File: src/rtl/slider_pkg.sv
// Shared definitions for the 3x3 sliding-tile puzzle: cell and direction
// codes, board geometry, the home board and small geometry helpers.
package slider_pkg;

    localparam int CELL_W  = 4;
    localparam int IDX_W   = 4;
    localparam int NCELL   = 9;
    localparam int BOARD_W = NCELL * CELL_W;

    // Cell contents: BLNK is the empty slot, ONE..EIGHT are the tiles.
    typedef enum logic [CELL_W-1:0] {
        BLNK  = 4'd0,
        ONE   = 4'd1,
        TWO   = 4'd2,
        THREE = 4'd3,
        FOUR  = 4'd4,
        FIVE  = 4'd5,
        SIX   = 4'd6,
        SEVEN = 4'd7,
        EIGHT = 4'd8
    } state_t;

    // Direction in which the blank travels.
    typedef enum logic [1:0] {
        LEFT  = 2'd0,
        RIGHT = 2'd1,
        TOP   = 2'd2,
        DOWN  = 2'd3
    } dirn_t;

    // Move scheduler control states.
    typedef enum logic [1:0] {
        IDLE  = 2'd0,
        CHECK = 2'd1,
        MOVE  = 2'd2
    } fsm_state_t;

    // Home board: cell 0 holds BLNK, cell k holds tile k; cell 0 sits in bits [3:0].
    localparam logic [BOARD_W-1:0] HOME_BOARD = 36'h8_7654_3210;

    // True when the blank at pos can travel in direction d without leaving the grid.
    function automatic logic move_legal(input logic [IDX_W-1:0] pos, input dirn_t d);
        logic [IDX_W-1:0] row;
        logic [IDX_W-1:0] col;
        row = pos / IDX_W'(3);
        col = pos % IDX_W'(3);
        case (d)
            LEFT:    move_legal = (col != IDX_W'(0));
            RIGHT:   move_legal = (col != IDX_W'(2));
            TOP:     move_legal = (row != IDX_W'(0));
            DOWN:    move_legal = (row != IDX_W'(2));
            default: move_legal = 1'b0;
        endcase
    endfunction

    // Index of the cell next to pos in direction d (only meaningful when legal).
    function automatic logic [IDX_W-1:0] move_target(input logic [IDX_W-1:0] pos, input dirn_t d);
        case (d)
            LEFT:    move_target = pos - IDX_W'(1);
            RIGHT:   move_target = pos + IDX_W'(1);
            TOP:     move_target = pos - IDX_W'(3);
            DOWN:    move_target = pos + IDX_W'(3);
            default: move_target = pos;
        endcase
    endfunction

endpackage

File: src/rtl/slider_rr_arb.sv
// NREQ-way round-robin arbiter. ptr_q names the requester with top priority;
// after a grant it moves to the requester just after the winner.
module slider_rr_arb #(
    parameter int NREQ  = 2,
    parameter int IDX_W = (NREQ > 1) ? $clog2(NREQ) : 1
) (
    input  logic             clk,
    input  logic             rst,
    input  logic [NREQ-1:0]  req_i,
    input  logic             take_i,
    output logic             valid_o,
    output logic [IDX_W-1:0] idx_o
);

    logic [IDX_W-1:0] ptr_q;
    logic [IDX_W-1:0] cand;

    // Pick the first active requester scanning upward from the pointer.
    // The scan runs from the far end so the nearest hit is written last.
    always_comb begin
        valid_o = 1'b0;
        idx_o   = '0;
        cand    = '0;
        for (int k = NREQ - 1; k >= 0; k--) begin
            cand = IDX_W'((int'(ptr_q) + k) % NREQ);
            if (req_i[cand]) begin
                valid_o = 1'b1;
                idx_o   = cand;
            end
        end
    end

    // Advance the pointer past the winner whenever a grant is taken.
    always_ff @(posedge clk) begin
        if (rst) begin
            ptr_q <= '0;
        end else if (take_i && valid_o) begin
            ptr_q <= IDX_W'((int'(idx_o) + 1) % NREQ);
        end
    end

endmodule

File: src/rtl/slider_move_sched.sv
// Sliding-puzzle move scheduler: arbitrates blank-move requests, rejects
// moves that would push the blank off the grid, applies legal ones and
// acknowledges each request with a one-cycle pulse.
//
// Handshake: a requester raises req[i] with dir[i] stable and holds both
// until ack[i] pulses for one cycle; err is valid only while ack is high.
// The ack cycle itself never samples req, so a requester may keep req high
// through it (a new request) or drop it there.
module slider_move_sched
    import slider_pkg::*;
#(
    parameter int NREQ  = 2,
    parameter int CNT_W = 16
) (
    input  logic                       clk,
    input  logic                       rst,
    input  logic [NREQ-1:0]            req,
    input  logic [NREQ-1:0][1:0]       dir,
    output logic [NREQ-1:0]            ack,
    output logic                       err,
    output logic [BOARD_W-1:0]         board,
    output logic [IDX_W-1:0]           blank_pos,
    output logic [CNT_W-1:0]           moves,
    output logic                       solved,
    output logic                       busy
);

    localparam int WIN_W = (NREQ > 1) ? $clog2(NREQ) : 1;

    fsm_state_t                     state_q, state_d;
    logic [WIN_W-1:0]               win_q, win_d;
    dirn_t                          dir_q, dir_d;
    logic [NCELL-1:0][CELL_W-1:0]   board_q, board_d;
    logic [IDX_W-1:0]               blank_q, blank_d;
    logic [CNT_W-1:0]               moves_q, moves_d;
    logic [NREQ-1:0]                ack_q, ack_d;
    logic                           err_q, err_d;

    logic                           arb_valid;
    logic [WIN_W-1:0]               arb_idx;
    logic                           arb_take;
    logic                           legal;
    logic [IDX_W-1:0]               nbr;

    slider_rr_arb #(
        .NREQ  (NREQ),
        .IDX_W (WIN_W)
    ) u_arb (
        .clk     (clk),
        .rst     (rst),
        .req_i   (req),
        .take_i  (arb_take),
        .valid_o (arb_valid),
        .idx_o   (arb_idx)
    );

    assign legal = move_legal(blank_q, dir_q);
    assign nbr   = move_target(blank_q, dir_q);

    // Next-state and datapath updates for the IDLE -> CHECK -> MOVE sequence.
    always_comb begin
        state_d  = state_q;
        win_d    = win_q;
        dir_d    = dir_q;
        board_d  = board_q;
        blank_d  = blank_q;
        moves_d  = moves_q;
        ack_d    = '0;
        err_d    = 1'b0;
        arb_take = 1'b0;
        case (state_q)
            IDLE: begin
                // The ack cycle still sees the finished request's req high; skip it.
                if (arb_valid && (ack_q == '0)) begin
                    arb_take = 1'b1;
                    win_d    = arb_idx;
                    dir_d    = dirn_t'(dir[arb_idx]);
                    state_d  = CHECK;
                end
            end
            CHECK: begin
                if (!legal) begin
                    ack_d[win_q] = 1'b1;
                    err_d        = 1'b1;
                    state_d      = IDLE;
                end else begin
                    state_d = MOVE;
                end
            end
            MOVE: begin
                board_d[blank_q] = board_q[nbr];
                board_d[nbr]     = BLNK;
                blank_d          = nbr;
                if (moves_q != '1) begin
                    moves_d = moves_q + 1'b1;
                end
                ack_d[win_q] = 1'b1;
                state_d      = IDLE;
            end
            default: begin
                state_d = IDLE;
            end
        endcase
    end

    // State and datapath registers; reset aborts any move in flight.
    always_ff @(posedge clk) begin
        if (rst) begin
            state_q <= IDLE;
            win_q   <= '0;
            dir_q   <= LEFT;
            board_q <= HOME_BOARD;
            blank_q <= '0;
            moves_q <= '0;
            ack_q   <= '0;
            err_q   <= 1'b0;
        end else begin
            state_q <= state_d;
            win_q   <= win_d;
            dir_q   <= dir_d;
            board_q <= board_d;
            blank_q <= blank_d;
            moves_q <= moves_d;
            ack_q   <= ack_d;
            err_q   <= err_d;
        end
    end

    assign ack       = ack_q;
    assign err       = err_q;
    assign board     = board_q;
    assign blank_pos = blank_q;
    assign moves     = moves_q;
    assign solved    = (board_q == HOME_BOARD);
    assign busy      = (state_q != IDLE);

endmodule

File: config.mk
export PLATFORM = sky130hd
export DESIGN_NAME = slider_move_sched
export DESIGN_NICKNAME = d
export VERILOG_FILES = /design/src/rtl/slider_pkg.sv /design/src/rtl/slider_rr_arb.sv /design/src/rtl/slider_move_sched.sv
export SDC_FILE = /design/constraint.sdc
export NUM_CORES = 1
export LEC_CHECK = 0
export CAP_MARGIN = 20
export CORE_MARGIN = 2
export CORE_UTILIZATION = 35
export CTS_CLUSTER_SIZE = 25
export DETAILED_ROUTE_END_ITERATION = 16
export HOLD_SLACK_MARGIN = 0.08
export SYNTH_ARGS = -nofsm -noshare
export SYNTH_HDL_FRONTEND = slang
export SYNTH_HIERARCHICAL = 1
export SYNTH_SLANG_ARGS = --single-unit
File: constraint.sdc
create_clock -name clk -period 5.86 [get_ports clk]
set_input_delay 1.172 -clock clk [delete_from_list [all_inputs] [get_ports clk]]
set_output_delay 1.172 -clock clk [all_outputs]
set_load 0.01 [all_outputs]
==> qor.yml, run 1 <==
run_status:
  status: "finished, final reports clean"
power:
  cellPowerDensity_nw_per_um2: 267
  peakVddDrop_mv: 0.142
  p_leak_uw: 0.00173
worst_setup_path:
  rrSetupSlack_ns: 2.50
  cp_common_cell: "nor4_1"
  regToRegEndpoint: "state_q[1]$_SDFFE_PP0P_"
  path_cells: "nor4_1, nand4_1, nor4_1, clkdlybuf4s50_1"
  crit_path_start: "board[7]$_SDFFE_PP0P_"
  crit_slowest_cell: "clkdlybuf4s50_1"
  cp-start-kind: "register"
  path_depth: 4
  max_stage_delay_ns: 0.58
  path_buf_inv: 1
  cp-end-kind: "output pin"
  cp.required_ns: 4.69
  ff2ff_path_depth: 12
  regToRegStartpoint: "blank_pos[3]$_SDFFE_PP0P_"
  crit_family: "simple AND/OR/NAND/NOR gates"
  path_max_fanout: 4
  critical_path_class: "register to output pin"
  worstPathArrival_ns: 2.24
placed_design:
  hpwl_um: 7480
  dp_cells: 592
  placed_cell_area_um2: 4610
  gp_congestion: 0.812
  io_buffers: 68
cells_and_area:
  drive_gt1_share_pct: 11.6
  area_growth_pct: 25.6
  stdcell_count: 607
  final_common_cell: "clkdlybuf4s50_1"
  final_cell_mix: "clkdlybuf4s50_1 (67), dfxtp_1 (65), nor2_1 (48)"
  nets: 489
  n_antenna_cell: 0
  finish.instance_area_um2: 4830
  final_core_util_pct: 44.8
clock_network:
  numClockSinks: 65
  cts_root_buf: "clkbuf_8"
  clock_latency_ns: 0.35
  postCtsResizedCells: 0
  clk_path_buf_depth: 2
  hold_buffers: 0
  cts_tree: "built"
  path_clk_slew_ns: 0.07
  numCtsBuffers: 9
  htree_num_levels: 3
  cts_setup_buffers: 0
hold_path:
  hold_path.class: "register to register"
  min_from: "board[31]$_SDFFE_PP0P_"
  min_to: "board[31]$_SDFFE_PP0P_"
  hold_depth: 2
route:
  met1_length_um: 4720
  wl_met2_um: 4840
  firstDrtPassIters: 5
  drc: 0
  routed.top_layer: "met4"
  viasPerCell: 5.46
  route.met3.wl_um: 509
  ant_nets: 0
  wl_per_cell_um: 16.8
  wirelength_um: 10200
  via_count: 3313
  drt_iter0_markers: 224
logic_synthesis:
  synth_compound_area_share_pct: 18.9
  syn_inst: 399
  avgSynthCellArea_um2: 9.64
  synth_cell_types: 72
  synthMuxAreaShare_pct: 10.4
  synth_edf_count: 0
  synthXorXnorAreaFrac_pct: 5.43
  ys_seq_area_share_pct: 33.8
  syn-num-nets: 425
  ys_ff_latch: 65
  synth-warning-count: 6
  synth_fa_ha_area_share_pct: 6.05
  yosys-top-cells-area: "dfxtp_1 (34%), ha_1 (5.5%), nor2_1 (4.7%)"
  synth_simple_gate_area_share_pct: 20.9
  synth_top_area_share_pct: 33.8
  ys_async_sr_fraction_pct: 0
  synth_ff_type: "dfxtp_1"
  synthesis.area_um2: 3850
  synth_area_leader_cell: "dfxtp_1"
  synth_top_family_by_area: "simple AND/OR/NAND/NOR gates"
floorplanning:
  num_io_pins: 69
  coreArea_um2: 10800
  start_util_pct: 35.6
  die_h_um: 109
  row_count: 38
  die_w_um: 109
  dieArea_um2: 11800
sta:
  hold_viol: 0
  rsz0062_at_grt: "false"
  slew_violations: 0
  fin_crit_ns: 3.41
  slew_headroom_pct: 40.9
  worstMarginPinSlew_ns: 0.880
  fin_skew_ns: 0.0128
  max_freq_ghz: 0.293
  tns_ns: 0
  finalCritPeriodShare_pct: 58.2
  whs_ns: 0.512
  setup-violations-final: 0
global_route:
  grt_overflow_total: 0
  grt_first_pass_wirelength_um: 16700
  antenna_found_initial: 0
  grt_pass1_vias: 3255
  grt_max_degree: 56
  grt.total_usage_pct: 18.0
flow_run:
  drv_cap: 0
==> tightest hold or removal path: stages, from the launching register on <==
cell	delay, ns
dfxtp_1	0.34
nand2_1	0.07
a21oi_1	0.05
==> area by class of cell <==
type	count	area, um^2
tap	140	175
timing repair buffer	71	698
multi-input combinational	298	2370
clock inverter	5	78.8
clock buffer	10	138
fill	1024	5960
sequential	65	1300
inverter	18	67.6
==> worst max-delay path by stage <==
| stage | slack [ns] | endpoint |
|---|---|---|
| 2_1_floorplan | 2.63 | state_q[1]$_SDFFE_PP0P_ |
| 3_3_place_gp | 2.62 | state_q[1]$_SDFFE_PP0P_ |
| 3_5_place_dp | 2.48 | state_q[1]$_SDFFE_PP0P_ |
| 4_1_cts | 2.45 | solved |
| 5_1_grt | 2.17 | state_q[1]$_SDFFE_PP0P_ |
| 6_report | 2.45 | solved |
==> registers in the layout (all words and copies together), names as in the netlist <==
| name | flops |
|---|---|
| dir_q | 2 |
| u_arb/ptr_q | 1 |
| win_q | 1 |
| state_q | 2 |
| err | 1 |
| moves | 16 |
| ack | 2 |
| board | 36 |
| blank_pos | 4 |
==> metal layers <==
| metal | vias up | global-route usage, % |
|---|---|---|
| met5 | - | 0 |
| met4 | 0 | 5.40 |
| met3 | 15 | 3.95 |
| met2 | 86 | 30.0 |
| met1 | 1606 | 23.4 |
| li1 | 1606 | - |
==> stage by stage <==
stage	total power (uW)	setup slack (ns)
2_1_floorplan	788	2.63
3_3_place_gp	868	2.62
3_5_place_dp	872	2.48
4_1_cts	1300	2.45
5_1_grt	1350	2.17
6_report	1290	2.45
==> power by group <==
group	switching (uW)	leakage, uW	internal, uW
clock	177	0.000113	249
combinational	231	0.00109	162
sequential	16.6	0.000525	454
==> synth_stat cells, types with 5 or more instances <==
library cell / instances
nor2b_1: 6
a31oi_1: 6
xor2_1: 8
mux2i_1: 9
mux4_4: 5
nor2_1: 48
nand2_1: 23
inv_1: 17
ha_1: 17
o31a_1: 5
nand3_1: 19
o211ai_1: 5
nand4_1: 6
dfxtp_1: 65
nand2b_1: 8
a22oi_1: 16
a22o_1: 7
clkbuf_1: 10
xnor2_1: 9
nor4_1: 6
o21ai_0: 5
a221o_1: 9
nor3_1: 6
==> cells by family (layout without fill, tap and decap cells) <==
kind of cell,Yosys count,after routing
flip-flops,65,65
AO/OA/AOI/OAI,84,84
adder cells (fa/ha/maj),18,18
XOR/XNOR,20,20
multiplexers,23,23
AND/OR/NAND/NOR,153,153
buffers and inverters,36,104
Note: power is estimated with default switching activity, not from simulation.
==> inputs of run 2 (changes only) <==
Clock period 5.86 ns to 3.5 ns, I/O delays scaled along.
==> qor.yml, run 2 (synthesis results as in run 1) <==
floorplanning:
  row_count: 38
  die_w_um: 109
  die_h_um: 109
  start_util_pct: 35.6
  coreArea_um2: 10800
  dieArea_um2: 11800
  num_io_pins: 69
global_route:
  grt_pass1_vias: 3199
  antenna_found_initial: 0
  grt_overflow_total: 0
  grt.total_usage_pct: 18.0
  grt_first_pass_wirelength_um: 16900
  grt_max_degree: 34
route:
  drt_iter0_markers: 243
  wl_met2_um: 4810
  via_count: 3350
  routed.top_layer: "met4"
  firstDrtPassIters: 5
  wl_per_cell_um: 16.8
  ant_nets: 0
  drc: 0
  viasPerCell: 5.45
  wirelength_um: 10300
  route.met3.wl_um: 578
  met1_length_um: 4820
hold_path:
  hold_path.class: "register to register"
cells_and_area:
  area_growth_pct: 27.2
  final_cell_mix: "clkdlybuf4s50_1 (67), dfxtp_1 (65), nor2_1 (48)"
  n_antenna_cell: 0
  finish.instance_area_um2: 4890
  largest_register_ffs: 36
  nets: 497
  final_common_cell: "clkdlybuf4s50_1"
  drive_gt1_share_pct: 13.1
worst_setup_path:
  path_max_fanout: 9
  rrSetupSlack_ns: 0.50
  regToRegStartpoint: "dir_q[0]$_SDFFE_PP0P_"
  regToRegEndpoint: "board[26]$_SDFFE_PP1P_"
  ff2ff_path_depth: 7
  crit_path_start: "dir_q[0]$_SDFFE_PP0P_"
  critical_path_class: "register to register"
  endpoint: "board[26]$_SDFFE_PP1P_"
  cp.required_ns: 3.73
  cp-end-kind: "register"
  cp-start-kind: "register"
  worstPathArrival_ns: 3.23
clock_network:
  clock_latency_ns: 0.35
  numClockSinks: 65
  numCtsBuffers: 9
  htree_num_levels: 3
  hold_buffers: 0
  cts_tree: "built"
  path_clk_slew_ns: 0.08
  postCtsResizedCells: 0
  clk_path_buf_depth: 2
  cts_setup_buffers: 0
  cts_root_buf: "clkbuf_8"
sta:
  rsz0062_at_grt: "false"
  tns_ns: 0
  finalCritPeriodShare_pct: 85.7
  slew_headroom_pct: 59.2
  setup-violations-final: 0
  fin_crit_ns: 3.00
  worstMarginPinSlew_ns: 0.606
  slew_violations: 0
  hold_viol: 0
  fin_skew_ns: 0.0140
  max_freq_ghz: 0.334
flow_run:
  drv_cap: 0
placed_design:
  hpwl_um: 7630
  placed_cell_area_um2: 4670
  io_buffers: 68
  gp_congestion: 0.838
power:
  cellPowerDensity_nw_per_um2: 448
  peakVddDrop_mv: 0.233
  p_leak_uw: 0.00177
run_status:
  status: "finished, final reports clean"
## run 2: area by class of cell
class / instances / area (um^2)
Clock inverter: 5 / 78.8
Fill cell: 1031 / 5900
Inverter: 18 / 67.6
Timing Repair Buffer: 79 / 758
Tap cell: 140 / 175
Sequential cell: 65 / 1300
Multi-Input combinational cell: 298 / 2370
Clock buffer: 10 / 138
## run 2: routing by layer
metal	global-route usage (%)	up-vias
met3	3.23	10
li1	-	1630
met2	28.9	110
met5	0	-
met4	4.95	0
met1	24.9	1600
## run 2: through the flow
step	cells	power (uW)	utilization, %	setup slack, ns	hold slack [ns]
finish	615	2190	45.3	0.502	0.522
floorplan	399	1320	-	0.275	0.485
detailed placement	600	1480	43.3	0.515	0.508
global route	615	2290	45.3	0.346	0.550
global placement	600	1460	43.3	0.596	0.498
CTS	615	2210	45.3	0.494	0.519
## run 2: power breakdown
| part | switching (uW) | internal [uW] |
|---|---|---|
| Clock | 310 | 417 |
| Sequential | 20.5 | 761 |
| Combinational | 390 | 293 |
| Total | 721 | 1470 |
## run 2: worst max-delay path, stage by stage (launching register included)
cell and delay (ns):
dfxtp_1 0.45, inv_1 0.12, ha_1 0.34, fa_1 0.75, mux4_4 0.50, mux2i_2 0.22
mux2i_4 0.17, a221o_1 0.34
## run 2: worst min path at each step
stage,startpoint,end,cells after the start
after floorplan,state_q[0]$_SDFFE_PP0P_,state_q[0]$_SDFFE_PP0P_,2
after global placement,board[31]$_SDFFE_PP0P_,board[31]$_SDFFE_PP0P_,2
after detailed placement,board[31]$_SDFFE_PP0P_,board[31]$_SDFFE_PP0P_,2
after CTS,board[31]$_SDFFE_PP0P_,board[31]$_SDFFE_PP0P_,2
after global routing,board[28]$_SDFFE_PP1P_,board[28]$_SDFFE_PP1P_,2
final,board[31]$_SDFFE_PP0P_,board[31]$_SDFFE_PP0P_,2
